File: src/rtl/ppu_cpu_pkg.sv
// Shared CPU/PPU definitions for the sprite DMA path: DMA state encoding,
// the bus addresses the engine knows about, and the get/put alignment rule.
package ppu_cpu_pkg;

  typedef enum logic [2:0] {
    IDLE  = 3'd0,
    HALT  = 3'd1,
    ALIGN = 3'd2,
    READ  = 3'd3,
    WRITE = 3'd4
  } dma_state_t;

  localparam logic [15:0] OAM_PORT_ADDR = 16'h2004;
  localparam logic [15:0] DMA_REG_ADDR  = 16'h4014;

  // The HALT cycle's parity decides the exit: parity 1 now means the next
  // cycle is a get (parity 0) cycle, so the first read can start at once.
  function automatic dma_state_t halt_exit(input logic parity);
    dma_state_t nxt;
    if (parity) begin
      nxt = READ;
    end else begin
      nxt = ALIGN;
    end
    return nxt;
  endfunction

endpackage

File: src/rtl/oam_dma_controller.sv
// Sprite DMA engine: a $4014 write halts the CPU and copies page P into PPU
// OAM as alternating read/write CPU-bus cycles aligned to the get/put parity.
module oam_dma_controller #(
  parameter logic [15:0] OAM_PORT_ADDR  = 16'h2004,
  parameter int          TRANSFER_COUNT = 256
) (
  input  logic        clock,
  input  logic        reset,
  input  logic        clock_EN,
  input  logic        regWrite_EN,
  input  logic [7:0]  cpuData_IN,
  input  logic [7:0]  busData_IN,
  output logic        cpuHalt_OUT,
  output logic [15:0] busAddress_OUT,
  output logic        busRead_OUT,
  output logic        oamWrite_OUT,
  output logic [7:0]  oamData_OUT,
  output logic        dmaActive_OUT
);

  import ppu_cpu_pkg::*;

  localparam logic [7:0] LAST_INDEX = 8'(TRANSFER_COUNT - 1);

  dma_state_t state;
  logic       parity;
  logic [7:0] page;
  logic [7:0] index;
  logic [7:0] data_latch;

  // Sequencer: every register advances only on CPU-cycle enabled edges.
  always_ff @(posedge clock or posedge reset) begin
    if (reset) begin
      state      <= IDLE;
      parity     <= 1'b0;
      page       <= 8'h00;
      index      <= 8'h00;
      data_latch <= 8'h00;
    end else if (clock_EN) begin
      parity <= ~parity;
      case (state)
        IDLE: begin
          if (regWrite_EN) begin
            page  <= cpuData_IN;
            index <= 8'h00;
            state <= HALT;
          end
        end
        HALT: begin
          state <= halt_exit(parity);
        end
        ALIGN: begin
          state <= READ;
        end
        READ: begin
          data_latch <= busData_IN;
          state      <= WRITE;
        end
        WRITE: begin
          index <= index + 8'd1;
          if (index == LAST_INDEX) begin
            state <= IDLE;
          end else begin
            state <= READ;
          end
        end
        default: begin
          state <= IDLE;
        end
      endcase
    end
  end

  // Bus and handshake outputs decode straight from state so reset clears them at once.
  always_comb begin
    cpuHalt_OUT    = 1'b0;
    dmaActive_OUT  = 1'b0;
    busAddress_OUT = 16'h0000;
    busRead_OUT    = 1'b0;
    oamWrite_OUT   = 1'b0;
    case (state)
      HALT, ALIGN: begin
        cpuHalt_OUT   = 1'b1;
        dmaActive_OUT = 1'b1;
      end
      READ: begin
        cpuHalt_OUT    = 1'b1;
        dmaActive_OUT  = 1'b1;
        busAddress_OUT = {page, index};
        busRead_OUT    = 1'b1;
      end
      WRITE: begin
        cpuHalt_OUT    = 1'b1;
        dmaActive_OUT  = 1'b1;
        busAddress_OUT = OAM_PORT_ADDR;
        oamWrite_OUT   = 1'b1;
      end
      default: begin
        cpuHalt_OUT = 1'b0;
      end
    endcase
  end

  assign oamData_OUT = data_latch;

endmodule

File: config.mk
export PLATFORM = sky130hd
export DESIGN_NAME = oam_dma_controller
export DESIGN_NICKNAME = d
export VERILOG_FILES = /design/src/rtl/ppu_cpu_pkg.sv /design/src/rtl/oam_dma_controller.sv
export SDC_FILE = /design/constraint.sdc
export NUM_CORES = 1
export LEC_CHECK = 0
export ABC_AREA = 1
export BUFFER_PORTS_ARGS = -buffer_cell sky130_fd_sc_hd__buf_2
export CAP_MARGIN = 20
export CORE_MARGIN = 5
export CORE_UTILIZATION = 50
export CTS_CLUSTER_DIAMETER = 60
export DETAILED_ROUTE_END_ITERATION = 12
export PLACE_DENSITY = 0.87
export SKIP_CTS_REPAIR_TIMING = 1
export SYNTH_ARGS = -nofsm -noshare
export SYNTH_HDL_FRONTEND = slang
export SYNTH_SLANG_ARGS = --single-unit
File: constraint.sdc
create_clock -name clock -period 1.3 [get_ports clock]
set_input_delay 0.26 -clock clock [delete_from_list [all_inputs] [get_ports clock]]
set_output_delay 0.26 -clock clock [all_outputs]
set_load 0.005 [all_outputs]
==> reports/metrics.csv <==
metric;value;unit
first_iter_violations;51;
crit_family;flip-flops;
place_area;1770;sq um
cts_tree;yes;
grt_usage;0.154;
rows;19;
synth_seq_cells;28;
grt_overflow;0;
cts-htree-levels;1;
ys.warnings.count;0;
antenna_found_initial;0;
rsz0062_at_grt;yes;
grt_pass1_wl;5.26;mm
drive_gt1_frac;0.414;
dieWidth;64.2;microns
routed_wl;3.31;mm
netlist_area;1470;sq um
cts_sinks;28;
end_kind;primary output;
pre_cts_ws;-0.0130;ns
drv_slew;0;
worstPathMaxFanout;11;
crit_path_start_kind;flop;
core_area;2780;sq um
layout_common_cells;54 x nand2_1, 47 x buf_2, 28 x dfrtp_1, 20 x inv_1, 14 x nand3_1;
crit_type;flop to primary output;
whs;0.117;ns
cp_slowest_cell;dfrtp_1;
max_freq;574;MHz
cap_violations;0;
hold_path_class;primary input to flop;
min_period_over_period;1.34;
status;complete, but fails checks;
finalHoldViolations;0;
start_util;0.528;
dieArea;4120;sq um
cts_root_buffer;clkbuf_4;
dr.pass1.iters;4;
grt_pass1_vias;1247;
dp_hpwl;2.44;mm
gp_congestion;0.861;
slew_headroom;0.767;
cts_buffers;3;
worstPathCellList;nand2_2 -> nor2_4 -> inv_4 -> buf_12 -> nor2_2 -> buf_2;
finalCriticalPeriod;1.74;ns
cpPeakStageDelay;0.47;ns
synth_seq_area_share;0.477;
worst_pin_slew;0.350;ns
antennaDiodeCount;0;
fin_ws;-0.441;ns
grt_max_degree;29;
final_common_cell;nand2_1;
die_h;64.2;microns
via_count;1366;
layout.nets;266;
syn_avg_cell_area;7.85;sq um
io_pins;48;
netlist.area_leader.share;0.477;
path_clk_slew;0.16;ns
synth_cell_type_count;26;
netlist_top_cells_area;dfrtp_1 48%, nand2_1 15%, inv_1 5.6%;
leakagePower;1.02;nW
detail-route-antenna-nets;0;
synthCells;187;
finalInstanceArea;1940;sq um
failed_checks;negative setup slack;
setup_violations;21;
fillers;236;
clockBufferDepth;2;
clk-insertion-delay-late;0.34;ns
area_growth;32.2;%
ir_drop;0.00159;V
avgViaCountPerCell;4.97;
critical_path_buf_inv_count;3;
synth_fp_nets;208;
postLayoutCoreUtil;0.698;
routedWlPerCell;12.0;microns
cp.arrival;1.48;ns
clock_skew;0.00923;ns
critPathRequiredTime;1.04;ns
drcViolationCount;0;
synth_top_cell_by_area;dfrtp_1;
p_per_area;1960;nW/um^2
port_buffers;47;
[sequential cells by signal, indices dropped and copies added (netlist names)]
signal / flops
page: 8
parity: 1
state: 3
oamData_OUT: 8
index: 8
[report_power, final]
part           internal [mW]  switching [mW]
registers               1.21           0.214
clock network          0.312           0.266
logic                  0.788            1.01
total                   2.31            1.48
[layout make-up]
type	instances	area [sq um]	share of cell area
sequential	28	701	0.361
multi-input combinational	128	687	0.354
timing repair buffer	59	348	0.179
inverter	25	114	0.0587
tap	31	38.8	0.0200
clock inverter	1	30.0	0.0155
clock buffer	3	22.5	0.0116
[layer usage]
layer | global-route usage | routed length [microns]
met4 | 0.0382 | 39
met2 | 0.261 | 1630
met3 | 0.0210 | 157
met1 | 0.209 | 1480
met5 | 0 | 0
[synthesized netlist by cell type]
| cell | count |
|---|---|
| nand2_1 | 59 |
| dfrtp_1 | 28 |
| inv_1 | 22 |
| nor2_1 | 22 |
| nand3_1 | 14 |
| o21ai_0 | 9 |
| o21ai_2 | 7 |
| a21oi_1 | 3 |
| buf_2 | 2 |
| buf_4 | 2 |
| inv_2 | 2 |
| nor2_2 | 2 |
| nor3_1 | 2 |
| a21boi_0 | 1 |
| buf_12 | 1 |
| buf_6 | 1 |
| ha_1 | 1 |
| inv_4 | 1 |
| nand2_2 | 1 |
| nand3_2 | 1 |
| nand3b_1 | 1 |
| nand4_1 | 1 |
| nand4_4 | 1 |
| nor2_4 | 1 |
| o21ai_1 | 1 |
| xor2_1 | 1 |
[final timing paths]
check | cells after the start | endpoint | start | slack, ns
worst min-delay path | 3 | page[5] | cpuData_IN[5] | 0.12
min in group asynchronous | 4 | page[5] | reset | 0.50
worst max-delay path | 6 | busAddress_OUT[11] | state[0] | -0.44
max in group asynchronous | 4 | page[6] | reset | 0.53
worst min register to register | 1 | parity | parity | 0.49
worst max register to register | 6 | index[2] | state[1] | -0.01
[cells by family (layout without fill, tap and decap cells)]
group | count (synthesis) | in the layout | share of synthesized area
AND/OR/NAND/NOR | 105 | 105 | 0.313
buffers and inverters | 31 | 88 | 0.104
flip-flops | 28 | 28 | 0.477
AO/OA/AOI/OAI | 21 | 21 | 0.0912
adder cells (fa/ha/maj) | 1 | 1 | 0.00852
XOR/XNOR | 1 | 1 | 0.00597
[worst min-delay path, delay by kind of cell]
kind | cells | cell delay, ns
buf+inv | 1 | 0.08
simple gates | 2 | 0.10
[through the flow]
stage / TNS, ns / cells / power [mW]
floorplan: 0 / 187 / 2.39
global placement: 0 / 268 / 2.93
detailed placement: -0.0243 / 268 / 2.97
CTS: -7.87 / 272 / 3.55
global route: -10.22 / 275 / 4.07
finish: -8.07 / 275 / 3.80
Power figures use the tool's default switching activity.
